File: config.mk
export PLATFORM = sky130hd
export DESIGN_NAME = sccb_master_param
export DESIGN_NICKNAME = d
export VERILOG_FILES = /design/src/rtl/sccb_pkg.sv /design/src/rtl/sccb_qtick_gen.sv /design/src/rtl/sccb_master_param.sv
export SDC_FILE = /design/constraint.sdc
export NUM_CORES = 1
export LEC_CHECK = 0
export CAP_MARGIN = 10
export CORE_ASPECT_RATIO = 1.2
export CORE_MARGIN = 2
export CORE_UTILIZATION = 45
export CTS_BUF_LIST = sky130_fd_sc_hd__clkbuf_16
export CTS_CLUSTER_SIZE = 28
export DETAILED_ROUTE_END_ITERATION = 16
export PLACE_DENSITY = 0.73
export SYNTH_ARGS = -nofsm -noshare
export SYNTH_HDL_FRONTEND = slang
export SYNTH_HIERARCHICAL = 1
export SYNTH_SLANG_ARGS = --single-unit
File: constraint.sdc
create_clock -name clk -period 2.7 [get_ports clk]
set_clock_uncertainty 0.15 [all_clocks]
set_input_delay 0.27 -clock clk [delete_from_list [all_inputs] [get_ports clk]]
set_output_delay 0.27 -clock clk [all_outputs]
set_load 0.02 [all_outputs]
File: src/rtl/sccb_pkg.sv
// sccb_pkg: shared FSM states, bit-period constants and sub-address width helpers for the SCCB master.
package sccb_pkg;
  typedef enum logic [3:0] {
    S_IDLE, S_START, S_TX_ID, S_TX_SUB, S_TX_DATA, S_RX_DATA, S_NA, S_STOP, S_GAP
  } state_t;
  localparam int QUARTERS = 4;
  localparam logic [3:0] LAST_BIT = 4'd8;
  localparam logic [3:0] LAST_RX_BIT = 4'd7;
  function automatic bit sub_w_legal(input int w);
    return w == 8 || w == 16;
  endfunction
  function automatic int sub_bytes(input int w);
    return sub_w_legal(w) ? w / 8 : 1;
  endfunction
endpackage

File: src/rtl/sccb_qtick_gen.sv
// sccb_qtick_gen: divides clk into SIOC quarter periods; held at quarter 0 while disabled.
module sccb_qtick_gen #(
  parameter int CLK_DIV = 4
) (
  input  logic       clk,
  input  logic       resetn,
  input  logic       i_en,
  output logic [1:0] o_q,
  output logic       o_qend
);
  localparam int CW = $clog2(CLK_DIV);
  logic [CW-1:0] r_cnt;
  logic [1:0] r_q;
  assign o_qend = i_en && r_cnt == CW'(CLK_DIV - 1);
  assign o_q = r_q;
  always_ff @(posedge clk) begin
    if (!resetn || !i_en) begin
      r_cnt <= '0;
      r_q <= '0;
    end else if (o_qend) begin
      r_cnt <= '0;
      r_q <= r_q + 2'd1;
    end else begin
      r_cnt <= r_cnt + CW'(1);
    end
  end
endmodule

File: src/rtl/sccb_master_param.sv
// sccb_master_param: self-timed SCCB master running 3-phase writes and 2+2-phase reads.
module sccb_master_param
  import sccb_pkg::*;
#(
  parameter int CLK_DIV   = 4,
  parameter int SUB_W     = 8,
  parameter int BUS_WAIT  = 30,
  parameter int ACK_CHECK = 0
) (
  input  logic             clk,
  input  logic             resetn,
  input  logic             start,
  input  logic             rw,
  input  logic [6:0]       id_addr,
  input  logic [SUB_W-1:0] sub_addr,
  input  logic [7:0]       wdata,
  output logic [7:0]       rdata,
  output logic             busy,
  output logic             done,
  output logic             ack_err,
  output logic             sioc,
  input  logic             siod_i,
  output logic             siod_o,
  output logic             siod_oe,
  output logic             pwdn
);
  localparam int NB = sub_bytes(SUB_W);
  localparam int GW = (BUS_WAIT < 1) ? 1 : $clog2(BUS_WAIT + 1);
  state_t r_state, w_next;
  logic [1:0] w_q;
  logic w_qend, w_bit_end, w_samp, w_byte_end, w_last_sub, w_tx, w_ld, w_final;
  logic [7:0] w_ld_byte;
  logic [3:0] r_bit;
  logic [GW-1:0] r_gap;
  logic r_byte, r_rw, r_rd, r_done, r_ack;
  logic [6:0] r_id;
  logic [SUB_W-1:0] r_sub;
  logic [7:0] r_wd, r_rdata;
  logic [8:0] r_sr;

  sccb_qtick_gen #(.CLK_DIV(CLK_DIV)) u_qtick (
    .clk   (clk),
    .resetn(resetn),
    .i_en  (r_state != S_IDLE),
    .o_q   (w_q),
    .o_qend(w_qend)
  );

  assign w_bit_end = w_qend && w_q == 2'd3;
  assign w_samp = w_qend && w_q == 2'd2;
  assign w_byte_end = w_bit_end && r_bit == LAST_BIT;
  assign w_last_sub = r_byte == 1'(NB - 1);
  assign w_tx = r_state inside {S_TX_ID, S_TX_SUB, S_TX_DATA};
  // Only the second pass of a read (or any write) ends the transaction.
  assign w_final = !r_rw || r_rd;
  assign busy = r_state != S_IDLE;
  assign done = r_done;
  assign ack_err = r_ack;
  assign rdata = r_rdata;
  assign pwdn = 1'b0;

  always_comb begin
    w_next = r_state;
    sioc = 1'b1;
    siod_o = 1'b1;
    siod_oe = 1'b1;
    case (r_state)
      S_IDLE: w_next = start ? S_START : S_IDLE;
      S_START: begin
        siod_o = ~w_q[1];
        if (w_bit_end) w_next = S_TX_ID;
      end
      S_TX_ID, S_TX_SUB, S_TX_DATA: begin
        sioc = w_q[1];
        siod_o = r_sr[8];
        siod_oe = r_bit != LAST_BIT;
        if (w_byte_end && r_state == S_TX_ID) w_next = r_rd ? S_RX_DATA : S_TX_SUB;
        if (w_byte_end && r_state == S_TX_SUB && w_last_sub) w_next = r_rw ? S_STOP : S_TX_DATA;
        if (w_byte_end && r_state == S_TX_DATA) w_next = S_STOP;
      end
      S_RX_DATA: begin
        sioc = w_q[1];
        siod_oe = 1'b0;
        if (w_bit_end && r_bit == LAST_RX_BIT) w_next = S_NA;
      end
      S_NA: begin
        sioc = w_q[1];
        if (w_bit_end) w_next = S_STOP;
      end
      S_STOP: begin
        sioc = w_q != 2'd0;
        siod_o = w_q[1];
        if (w_bit_end) w_next = S_GAP;
      end
      S_GAP: if (w_bit_end && r_gap == GW'(BUS_WAIT - 1)) w_next = (r_rw && !r_rd) ? S_START : S_IDLE;
      default: w_next = S_IDLE;
    endcase
    w_ld = w_bit_end && (w_next inside {S_TX_ID, S_TX_SUB, S_TX_DATA}) && (w_next != r_state || r_bit == LAST_BIT);
    w_ld_byte = w_next == S_TX_ID ? {r_id, r_rd} :
                w_next == S_TX_DATA ? r_wd :
                r_state == S_TX_SUB ? r_sub[7:0] : r_sub[SUB_W-1 -: 8];
  end

  always_ff @(posedge clk) begin
    if (!resetn) begin
      r_state <= S_IDLE;
      r_bit <= '0;
      r_gap <= '0;
      r_byte <= 1'b0;
      r_rw <= 1'b0;
      r_rd <= 1'b0;
      r_id <= '0;
      r_sub <= '0;
      r_wd <= '0;
      r_sr <= '0;
      r_done <= 1'b0;
      r_ack <= 1'b0;
      r_rdata <= '0;
    end else begin
      r_state <= w_next;
      r_done <= r_state == S_STOP && w_bit_end && w_final;
      r_bit <= (w_next != r_state) ? 4'd0 : !w_bit_end ? r_bit : (r_bit == LAST_BIT) ? 4'd0 : r_bit + 4'd1;
      r_gap <= (w_next != r_state) ? '0 : (r_state == S_GAP && w_bit_end) ? r_gap + GW'(1) : r_gap;
      if (r_state == S_IDLE && start) begin
        r_rw <= rw;
        r_id <= id_addr;
        r_sub <= sub_addr;
        r_wd <= wdata;
        r_rd <= 1'b0;
        r_ack <= 1'b0;
      end
      if (r_state == S_GAP && w_next == S_START) r_rd <= 1'b1;
      if (w_ld && w_next == S_TX_SUB) r_byte <= r_state == S_TX_SUB;
      // One shift register serves both directions: RX samples in at Q2, TX shifts out per bit.
      if (r_state == S_RX_DATA && w_samp) r_sr <= {r_sr[7:0], siod_i};
      else if (w_ld) r_sr <= {w_ld_byte, 1'b1};
      else if (w_tx && w_bit_end) r_sr <= {r_sr[7:0], 1'b1};
      if (ACK_CHECK != 0 && w_tx && w_samp && r_bit == LAST_BIT && siod_i) r_ack <= 1'b1;
      if (r_state == S_STOP && w_bit_end && w_final && r_rw) r_rdata <= r_sr[7:0];
    end
  end
endmodule

==> impl_metrics.ini <==
[clock_network]
clockRootBuffer = clkbuf_16
clkTransAtPathRegs_ns = 0.05
clk_latency_ns = 0.33
cts_num_sinks = 61
cts_buffer_depth = 2
cts_buffers = 9
cts_hold_buf = 0
cts_tree = built
htreeDepth = 3

[yosys]
avgSynthCellArea_um2 = 8.457
synthAdderAreaFrac = 0.01957
async_reset_ff_frac = 0
synth_seq_cells = 61
synth_top_family_by_area = simple AND/OR/NAND/NOR gates
synth_mux_area_frac = 0.09393
synth_compound_area_frac = 0.1898
synth-xor-area-share = 0.02192
ys.flop_type = dfxtp_1
synth_edf_count = 0
yosys.cell_types.count = 60
ys_warn_count = 6
ys_seq_area_frac = 0.3820
yosys.area_share.simple = 0.2434
netlist_area_um2 = 3197
syn_inst = 378

[setup_path]
reg2reg_to = r_sr[7]
critPathKind = reg -> reg
crit_fanout = 7
cp.required_ns = 2.76
crit_slowest_cell = dfxtp_2
path_cells = ha_4 > and2_4 > and3_4 > nand2_4 > a21o_1 > o221a_4 > buf_6 > buf_6 > or2_4 > a211oi_4 > buf_6 > mux2_4
critPathCaptureType = flop
slowest_delay_ns = 0.35
crit_top_cell = buf_6
startpoint_type = flop
reg2reg_from = u_qtick/r_cnt[0]
rr_worst_depth = 12
crit_arrival_ns = 2.95
rrSetupSlack_ns = -0.19

[pwr]
p_int_mw = 1.823
sw_frac_of_total = 0.2172
comb_power_share = 0.086
power.switching_mw = 0.5058
peakVddDrop_mv = 0.4363
power.share.clock = 0.510
power.density_nw_per_um2 = 514.8
p_seq_frac = 0.404
power_leakage_nw = 1.731

[drt]
antenna_left = 0
viasPerCell = 5.350
avgRoutedWirePerCell_um = 14.84
via_count = 2937
drt-total-wl_um = 8147
drcViolationCount = 0
drtPass1Iterations = 4
drt_iter0_drc = 140

[final_layout]
antenna_cells = 0
drive_gt1_frac = 0.2446
final_nets = 491
fin_util = 0.6599
syn_to_final_growth_pct = 41.49
fill_cells = 582
fin_area_um2 = 4523

[place]
place_congestion = 0.8734
port_buffers = 40
post-place-ws_ns = -0.2022
place_area_um2 = 3953
dp_hpwl_um = 5377

[worst_hold_path]
holdCritStartpoint = u_qtick/r_cnt[0]
whs_endpoint = u_qtick/r_cnt[0]
hold_depth = 1
hp-class = reg -> reg

[timing]
setup_slack_ns = -0.1932
fin_crit_sh = 1.072
fmax_mhz = 345.6
hold_viol_final = 0
slew_viol_final = 0
max_slew_margin = 0.6483
min_period_ns = 2.893
fin_setup_tns_ns = -1.679
setup_viol = 10
hold_ws_ns = 0.3080
tightestPinTransition_ns = 0.5276
rsz0062_at_grt = yes

[run_status]
violations = negative setup slack
status = finished with violations

[global_routing]
first_global_vias = 2941
grt_usage = 0.2220
gr-total-overflow = 0
grt_max_degree = 60
antenna_found_initial = 0
grt_pass1_wl_um = 13310

[floorplan]
die-width_um = 80.94
die_area_um2 = 7797
fp.coreArea_um2 = 6854
fp-row-count = 33
initial_core_util = 0.4664
ios = 43
fp.dieH_um = 96.33

[run]
drv_cap = 0
==> cells in the final DEF, fill, tap and decap left out, types with 3 or more instances in the layout <==
cell	instances
xnor2_1	5
nand2_1	81
nand4_1	7
mux2i_1	15
dfxtp_1	55
and3_1	3
dfxtp_2	5
inv_1	5
buf_4	41
nand2b_1	3
nor3_1	5
nor2b_1	11
o21a_1	3
xor2_1	3
a21oi_1	16
ha_1	4
o21ai_0	10
o21ai_1	4
a21boi_0	32
clkbuf_16	9
nand3_1	5
mux2_4	8
clkdlybuf4s50_1	40
mux2i_2	3
o211ai_1	3
buf_6	8
nor2_1	18
==> worst max-delay path, delay by kind of cell (launching register included) <==
| family | cells | cell delay (ns) |
|---|---|---|
| buffers and inverters | 3 | 0.41 |
| adders and majority gates | 1 | 0.14 |
| and+or+nand+nor | 4 | 0.68 |
| muxes | 1 | 0.30 |
| DFF | 1 | 0.35 |
| AOI/OAI and AO/OA | 3 | 0.74 |
==> cells in the mapped netlist (all sizes together), types with 2 or more instances <==
library cell | n | area, um2
a311oi | 2 | 17.52
or4b | 2 | 23.77
clkbuf | 14 | 52.55
and2 | 3 | 20.02
ha | 5 | 62.56
nor2 | 21 | 81.33
nor3 | 7 | 40.04
nand3 | 6 | 30.03
mux2i | 18 | 180.2
or2 | 2 | 12.52
mux2 | 8 | 120.1
and3 | 4 | 25.02
o21a | 3 | 22.52
nand2b | 3 | 18.77
a31oi | 2 | 12.51
xnor2 | 5 | 43.79
and3b | 2 | 21.27
a21boi | 32 | 240.2
xor2 | 3 | 26.28
nand2 | 83 | 319.1
dfxtp | 61 | 1221
nor3b | 2 | 15.01
a21oi | 16 | 80.08
nand4 | 7 | 43.79
a211oi | 4 | 47.54
inv | 4 | 15.01
nor2b | 11 | 68.82
o211ai | 3 | 22.52
buf | 12 | 82.57
o21ai | 15 | 75.07
nand3b | 2 | 15.01
==> how the worst max path moves through the flow <==
stage	cells after the start	startpoint	slack [ns]	endpoint
final	12	u_qtick/r_cnt[0]	-0.19	r_sr[7]
after global routing	12	u_qtick/r_cnt[0]	-0.27	r_sr[3]
after CTS	10	r_state[1]	-0.12	r_sr[7]
after detailed placement	10	r_state[1]	-0.20	r_sr[5]
after global placement	10	r_state[1]	-0.19	r_sr[3]
after floorplan	13	r_state[0]	-0.21	r_sr[1]
==> sequential cells by signal, summed over array words and instances (netlist names) <==
register,cells
u_qtick/o_q,2
r_rw,1
rdata,8
r_state,4
r_gap,5
done,1
r_sr,9
r_wd,8
r_id,7
r_byte,1
r_rd,1
u_qtick/r_cnt,2
r_bit,4
r_sub,8
==> kinds of logic (layout without fill, tap and decap cells) <==
kind of cell | Yosys count | in the layout
xor gates and xnor gates | 8 | 8
buffers and inverters | 31 | 114
other | 1 | 2
adders and majority gates | 5 | 5
AOI/OAI and AO/OA | 86 | 86
and+or+nand+nor | 160 | 160
muxes | 26 | 26
DFF | 61 | 61
==> cell type report <==
type                    count  area [um2]  area share
flip-flops and latches     61        1231      0.2722
inverters                   5       18.77    0.004149
multi-input cells         287        1968      0.4351
clock buffers               9       225.2     0.04979
repair buffers             94       890.9      0.1970
clock inverters             6       80.08     0.01770
well taps                  87       108.9     0.02407
==> what timing repair did <==
action	4_1_cts	5_1_grt
gates resized for setup	29	8
gates cloned	2	0
buffers inserted	7	3
pin swaps	11	8
setup endpoints to repair	9	13
==> power groups by stage <==
stage	logic [mW]	registers [mW]	clock network, mW
3_5_place_dp	0.184	0.959	0
2_1_floorplan	0.109	0.954	0
6_report	0.200	0.941	1.19
5_1_grt	0.220	0.944	1.24
4_1_cts	0.197	0.942	1.20
3_3_place_gp	0.181	0.958	0
==> per-layer routing <==
metal,global-route usage,part of all wire,vias to the layer above
li1,-,-,1466
met1,0.2483,0.42,1379
met2,0.3884,0.52,75
met3,0.06004,0.037,17
met4,0.1045,0.021,0
met5,0,0,-
==> stage by stage <==
| step | std cells | power [mW] |
|---|---|---|
| after floorplan | 379 | 1.063 |
| after global placement | 522 | 1.139 |
| after detailed placement | 522 | 1.143 |
| after CTS | 546 | 2.335 |
| after global routing | 549 | 2.401 |
| final | 549 | 2.328 |
Note: power is estimated with default switching activity, not from simulation.
